**src/rtl/seg7_scan_driver_pkg.sv**
```systemverilog
// seg7_pkg: shared constants and types for the seven-segment scan driver
package seg7_pkg;
    localparam int IDX_W = 2;
    localparam logic [3:0] ANODE_OFF = 4'hF;
    localparam logic [7:0] SEG_OFF = 8'hFF;
    localparam logic [6:0] HEX_SEG [16] = '{
        7'h40, 7'h79, 7'h24, 7'h30, 7'h19, 7'h12, 7'h02, 7'h78,
        7'h00, 7'h10, 7'h08, 7'h03, 7'h46, 7'h21, 7'h06, 7'h0E
    };
    typedef struct packed {
        logic [15:0] hw;
        logic [3:0]  dp;
        logic        lz;
    } shadow_t;
endpackage

```
**src/rtl/seg7_scan_driver_if.sv**
```systemverilog
// seg7_scan_driver_if: debug word inputs and board display outputs
interface seg7_scan_driver_if;
    logic [31:0] data_in;
    logic        half_sel;
    logic [3:0]  dp_in;
    logic        blank_lz;
    logic [3:0]  disp_anode;
    logic [7:0]  disp_seg;
    logic        digit_tick;
    modport master (output data_in, half_sel, dp_in, blank_lz, input disp_anode, disp_seg, digit_tick);
    modport slave (input data_in, half_sel, dp_in, blank_lz, output disp_anode, disp_seg, digit_tick);
endinterface

```
**src/rtl/seg7_scan_driver_hex_decode.sv**
```systemverilog
// seg7_hex_decode: nibble to active-low {g,f,e,d,c,b,a} pattern
module seg7_hex_decode
    import seg7_pkg::*;
(
    input  logic [3:0] i_nib,
    output logic [6:0] o_seg
);
    assign o_seg = HEX_SEG[i_nib];
endmodule

```
**src/rtl/seg7_scan_driver.sv**
```systemverilog
// seg7_scan_driver: 4-digit multiplexed hex display with frame snapshot and anti-ghost blanking
module seg7_scan_driver
    import seg7_pkg::*;
#(
    parameter int DIV_COUNT    = 50000,
    parameter int BLANK_CYCLES = 16
) (
    input logic clock,
    input logic reset,
    seg7_scan_driver_if.slave bus
);
    localparam int PW = $clog2(DIV_COUNT);
    localparam logic [PW-1:0] P_LAST = PW'(DIV_COUNT - 1);
    logic [PW-1:0]    r_p;
    logic [IDX_W-1:0] r_idx;
    shadow_t          r_shadow;
    logic [3:0]       r_anode;
    logic [7:0]       r_seg;
    logic             r_tick;
    logic             w_last;
    logic             w_blank;
    logic             w_lz_off;
    logic             w_off;
    logic [3:0]       w_nib;
    logic [6:0]       w_hex;
    logic [15:0]      w_upper;
    assign w_last   = r_p == P_LAST;
    assign w_nib    = r_shadow.hw[{r_idx, 2'b00} +: 4];
    assign w_upper  = r_shadow.hw >> {r_idx, 2'b00};
    assign w_lz_off = r_shadow.lz && (r_idx != '0) && (w_upper == '0);
    assign w_off    = w_blank || w_lz_off;
    generate
        if (BLANK_CYCLES == 0) begin : g_noblank
            assign w_blank = 1'b0;
        end else begin : g_blank
            localparam logic [PW-1:0] P_BLANK = PW'(BLANK_CYCLES);
            assign w_blank = r_p < P_BLANK;
        end
    endgenerate
    seg7_hex_decode u_dec (.i_nib(w_nib), .o_seg(w_hex));
    // prescaler and digit index advance together at the end of each slot
    always_ff @(posedge clock or posedge reset) begin
        if (reset) begin
            r_p   <= '0;
            r_idx <= '0;
        end else begin
            r_p   <= w_last ? '0 : r_p + 1'b1;
            r_idx <= r_idx + {1'b0, w_last};
        end
    end
    // capture the next frame's content only on the frame boundary so a frame never tears
    always_ff @(posedge clock or posedge reset) begin
        if (reset) r_shadow <= '0;
        else if (w_last && (&r_idx)) r_shadow <= {bus.half_sel ? bus.data_in[31:16] : bus.data_in[15:0], bus.dp_in, bus.blank_lz};
    end
    // registered active-low outputs, one cycle behind the scan state
    always_ff @(posedge clock or posedge reset) begin
        if (reset) begin
            r_anode <= ANODE_OFF;
            r_seg   <= SEG_OFF;
            r_tick  <= 1'b0;
        end else begin
            r_anode <= w_off ? ANODE_OFF : ~(4'b0001 << r_idx);
            r_seg   <= w_off ? SEG_OFF : {~r_shadow.dp[r_idx], w_hex};
            r_tick  <= w_last;
        end
    end
    assign bus.disp_anode = r_anode;
    assign bus.disp_seg   = r_seg;
    assign bus.digit_tick = r_tick;
endmodule

```
**src/flat_wrapper.sv**
```systemverilog
// flat-port wrapper written by rule: the top's interface ports become plain ports
module seg7_scan_driver_flat import seg7_pkg::*;
#(
    parameter int DIV_COUNT    = 50000,
    parameter int BLANK_CYCLES = 16
)
  (clock, reset, bus_data_in, bus_half_sel, bus_dp_in, bus_blank_lz, bus_disp_anode, bus_disp_seg, bus_digit_tick);
  seg7_scan_driver_if bus_i ();
  input logic clock;
  input logic reset;
  input wire logic [$bits(bus_i.data_in)-1:0] bus_data_in;
  input wire logic [$bits(bus_i.half_sel)-1:0] bus_half_sel;
  input wire logic [$bits(bus_i.dp_in)-1:0] bus_dp_in;
  input wire logic [$bits(bus_i.blank_lz)-1:0] bus_blank_lz;
  output wire logic [$bits(bus_i.disp_anode)-1:0] bus_disp_anode;
  output wire logic [$bits(bus_i.disp_seg)-1:0] bus_disp_seg;
  output wire logic [$bits(bus_i.digit_tick)-1:0] bus_digit_tick;
  assign bus_i.data_in = bus_data_in;
  assign bus_i.half_sel = bus_half_sel;
  assign bus_i.dp_in = bus_dp_in;
  assign bus_i.blank_lz = bus_blank_lz;
  assign bus_disp_anode = bus_i.disp_anode;
  assign bus_disp_seg = bus_i.disp_seg;
  assign bus_digit_tick = bus_i.digit_tick;
  seg7_scan_driver #(.DIV_COUNT(DIV_COUNT), .BLANK_CYCLES(BLANK_CYCLES)) u_core (.clock(clock), .reset(reset), .bus(bus_i));
endmodule
```
**config.mk**
```make
export PLATFORM = sky130hd
export DESIGN_NAME = seg7_scan_driver_flat
export DESIGN_NICKNAME = d
export VERILOG_FILES = /design/src/rtl/seg7_scan_driver_pkg.sv /design/src/rtl/seg7_scan_driver_if.sv /design/src/rtl/seg7_scan_driver_hex_decode.sv /design/src/rtl/seg7_scan_driver.sv /design/src/flat_wrapper.sv
export SDC_FILE = /design/constraint.sdc
export NUM_CORES = 1
export LEC_CHECK = 0
export CAP_MARGIN = 20
export CORE_MARGIN = 2
export CORE_UTILIZATION = 52
export CTS_CLUSTER_SIZE = 14
export DETAILED_ROUTE_END_ITERATION = 10
export GPL_TIMING_DRIVEN = 0
export PLACE_DENSITY = 0.82
export SYNTH_ARGS = -nofsm -noshare
export SYNTH_HDL_FRONTEND = slang
export SYNTH_SLANG_ARGS = --single-unit
```
**constraint.sdc**
```tcl
create_clock -name clock -period 3.3 [get_ports clock]
set_clock_uncertainty 0.05 [all_clocks]
set_input_delay 0.66 -clock clock [delete_from_list [all_inputs] [get_ports clock]]
set_output_delay 0.66 -clock clock [all_outputs]
set_load 0.05 [all_outputs]
```
==> run_results.csv <==
group,metric,value,unit
synth,synth.distinct_cells,44,
clock_tree,clock-sinks,52,
sta,final-hold-violation-count,0,
setup_path,worst_path_most_repeated_cell,"sky130_fd_sc_hd__buf_2",
min_path,hold_path_class,"flip-flop to flip-flop",
clock_tree,insertion_delay,0.30,ns
cells_and_area,final-seq-area,0.00132,mm²
power_and_ir_drop,powerDensity,383,mW/mm²
clock_tree,cts_tree,"done",
sta,grt_setup_unrepaired,"no",
setup_path,cpPeakStageDelay,0.60,ns
global_route,global_route.usage.met1,28.8,%
global_route,grtUsageMet3,4.42,%
placement,dpl.hpwl,4110,µm
setup_path,startpoint_type,"flip-flop",
global_route,via_count_of_the_first_global_routing_pass,2056,
sta,timing.slew.headroom,35.3,%
floorplanning,chipWidth,78.0,µm
sta,timing_worst_slew_pin_value,0.965,ns
global_route,busiest_layer,"met2",
floorplanning,dieHeight,78.0,µm
synth,yosys.area.top_type_share,35.2,%
cells_and_area,multiInputGateArea,0.00143,mm²
cells_and_area,layout.cells.non_filler,354,
floorplanning,rows,26,
synth,post_synthesis_instance_area,0.00285,mm²
global_route,grtUsageTotal,20.1,%
sta,post-route-period-util,83.2,%
synth,sequential_area_share_after_synthesis,46.3,%
synth,synth_enable_flop_cells,0,
global_route,overflow,0,
flow_run,max_cap_viol_count,0,
clock_tree,cts.reportedPaths.clkPinSlew,0.09,ns
synth,async_reset_ff_share,100,%
placement,place_worst_setup_slack,0.587,ns
routing,first_pass_iters,4,
floorplanning,floorplan.die_area,0.00608,mm²
clock_tree,max-clock-path-buffers,2,
setup_path,worst_ep_arrival_time,2.92,ns
cells_and_area,insertedDiodeCount,0,
power_and_ir_drop,cellLeakagePower,1.55,nW
synth,ys_warn_count,0,
clock_tree,post_cts_resized,0,
cells_and_area,fill_cells,392,
routing,vias_per_cell,5.55,
setup_path,critical_path_buf_inv_count,4,
synth,yosysTopAreaCell,"sky130_fd_sc_hd__dfrtp_1",
routing,drc,0,
synth,synthesized_area_fraction_occupied_by_adder_cells,3.52,%
sta,finalCriticalPeriod,2.74,ns
min_path,hold_path.startpoint,"u_core.r_p[7]$_DFF_PP0_",
setup_path,critPathCaptureType,"flip-flop",
routing,vias,1963,
clock_tree,htree_num_levels,2,
sta,post-route-worst-setup-slack,0.555,ns
global_route,grt_pass1_wl,9630,µm
routing,drt-total-wl,5370,µm
setup_path,crit_path_cell_trace,"buf_2, buf_2, mux4_2, inv_1, ha_1, o211ai_1, a2111o_1, buf_2, o211ai_1",
sta,timing.setup.tns,0,ns
synth,synth.mux.area_fraction,24.2,%
power_and_ir_drop,p_total,0.00137,W
setup_path,worst_setup_path_startpoint,"u_core.r_idx[0]$_DFF_PP0_",
synth,synth.area.top_cells,"sky130_fd_sc_hd__dfrtp_1 35%, sky130_fd_sc_hd__dfstp_2 11%, sky130_fd_sc_hd__mux2_4 11%",
synth,synthXorXnorAreaFrac,4.62,%
setup_path,slowest_stage,"sky130_fd_sc_hd__mux4_2",
sta,setup_viol,0,
setup_path,critPathRequiredTime,3.47,ns
sta,final_max_slew_viol_count,0,
cells_and_area,finish.utilization,68.7,%
synth,synth_compound_gate_area_share,5.67,%
floorplanning,pin_count,53,
global_route,antenna_found_initial,0,
global_route,met2_usage,29.7,%
synth,post_synthesis_register_bit_count,52,
routing,detail_route.iter0.violations,129,
cells_and_area,layout-drive-gt1-share,29.6,%
clock_tree,cts_buffers,5,
floorplanning,floorplan.core_area,0.00520,mm²
cells_and_area,design.final.nets,331,
synth,postSynth.topFlopCell,"sky130_fd_sc_hd__dfrtp_1",
synth,dominant_combinational_cell_family_by_area_after_synthesis,"multiplexers",
placement,buffer_ports.inserted,51,
clock_tree,ctsHoldBuffers,0,
sta,achievable_frequency,364,MHz
cells_and_area,area_growth_syn_to_layout,25.6,%
setup_path,crit_family,"buffers and inverters",
global_route,grt_start_max_net_pins,40,
floorplanning,floorplan.initialDensity,54.7,%
routing,route.antenna.remaining_nets,0,
setup_path,setup.worst_path.class,"flip-flop to flip-flop",
setup_path,timing.critical_path.fanout_max,10,
synth,avgSynthCellArea,12.7,µm²
setup_path,r2r-start,"u_core.r_idx[0]$_DFF_PP0_",
outcome,outcome,"finished, final reports clean",
clock_tree,post-cts-setup-buffers,0,
clock_tree,cts-root-buf,"sky130_fd_sc_hd__clkbuf_8",
routing,wirelength_per_cell,15.2,µm
placement,place_congestion,0.805,
power_and_ir_drop,power.ir.vdd_worst,0.277,mV
synth,syn-num-nets,272,
synth,synth_simple_gate_area_share,12.2,%
placement,placed_cells,346,
synth,synthCells,224,
==> sequential cells by signal (all words and copies together), names as in the netlist <==
name	cells
u_core.r_shadow	21
u_core.r_p	16
u_core.bus.disp_anode	4
u_core.bus.digit_tick	1
u_core.bus.disp_seg	8
u_core.r_idx	2
==> path summary, 6_finish.rpt <==
kind	end	slack (ns)	cells after the start
min in group asynchronous	u_core.r_p[12]$_DFF_PP0_	0.58	2
worst min-delay path	u_core.r_p[7]$_DFF_PP0_	0.45	1
worst max register to register	u_core.bus.disp_seg[2]$_DFF_PP1_	0.56	9
max in group asynchronous	u_core.bus.disp_anode[2]$_DFF_PP1_	2.07	3
worst min register to register	u_core.r_p[7]$_DFF_PP0_	0.45	1
worst max-delay path	u_core.bus.disp_seg[2]$_DFF_PP1_	0.56	9
==> cell families (layout without fill, tap and decap cells) <==
group / count (synthesis) / in the layout
AO/OA/AOI/OAI: 21 / 21
XOR/XNOR: 15 / 15
adder cells (fa/ha/maj): 8 / 8
buffers and inverters: 21 / 81
flip-flops: 52 / 52
multiplexers: 50 / 50
AND/OR/NAND/NOR: 57 / 57
==> worst register-to-register path: cells and delay by family (launching register included) <==
kind                       cells  cell delay, ns
DFF                            1            0.35
muxes                          1            0.60
adders and majority gates      1            0.22
AOI/OAI and AO/OA              3            0.63
buffers and inverters          4            0.80
==> cell type report <==
type	instances	area share [%]
flip-flops and latches	52	36.8
plain buffers	11	1.75
repair buffers	52	14.8
well taps	70	2.45
inverters	10	1.05
multi-input cells	151	40.0
clock inverters	3	1.19
clock buffers	5	1.93
==> report_power, final <==
group / switching (W) / internal, W / total, W
Sequential: 0.0000193 / 0.000676 / 0.000695
Clock: 0.000205 / 0.000224 / 0.000430
Combinational: 0.000114 / 0.000132 / 0.000245
==> layout by cell type (no fill, tap or decap), types with 3 or more instances in the layout <==
cell type	instances
sky130_fd_sc_hd__xnor2_1	6
sky130_fd_sc_hd__clkbuf_1	4
sky130_fd_sc_hd__mux2_4	20
sky130_fd_sc_hd__mux4_2	5
sky130_fd_sc_hd__mux2_2	20
sky130_fd_sc_hd__xor2_1	9
sky130_fd_sc_hd__ha_1	8
sky130_fd_sc_hd__clkbuf_8	5
sky130_fd_sc_hd__buf_2	5
sky130_fd_sc_hd__dfrtp_1	40
sky130_fd_sc_hd__inv_1	9
sky130_fd_sc_hd__nor4_1	5
sky130_fd_sc_hd__nor2_1	12
sky130_fd_sc_hd__dfstp_2	12
sky130_fd_sc_hd__nand2_1	5
sky130_fd_sc_hd__nor3_1	3
sky130_fd_sc_hd__mux2i_1	5
sky130_fd_sc_hd__nand3_1	7
sky130_fd_sc_hd__nand4_1	7
sky130_fd_sc_hd__o211ai_1	8
sky130_fd_sc_hd__clkdlybuf4s50_1	51
==> cells in the mapped netlist, drive strengths merged (2+ instances only) <==
cell,count
or2,2
dfstp,12
xnor2,6
nand4,8
o2111ai,2
dfrtp,40
nand2,5
a21oi,2
buf,7
nor2,12
inv,10
mux2i,5
o211ai,8
or3b,2
ha,8
mux4,5
mux2,40
nor3,3
clkbuf,4
nand3,7
nor2b,2
a22oi,2
nor4,7
xor2,9
and3,2
==> per-layer routing <==
metal  part of all wire (%)  vias to the layer above  wire, µm
met5                      0                        -         0
met4                    2.1                        0       112
met3                    3.5                        8       186
met2                     47                       49      2520
li1                       -                      939         -
met1                     48                      967      2550
==> per-stage QoR <==
step           instance area [µm²]  hold slack [ns]
2_1_floorplan                 2850            0.401
3_3_place_gp                  3440            0.429
3_5_place_dp                  3460            0.438
4_1_cts                       3570            0.456
5_1_grt                       3570            0.478
6_report                      3570            0.454
Note: power is estimated with default switching activity, not from simulation.
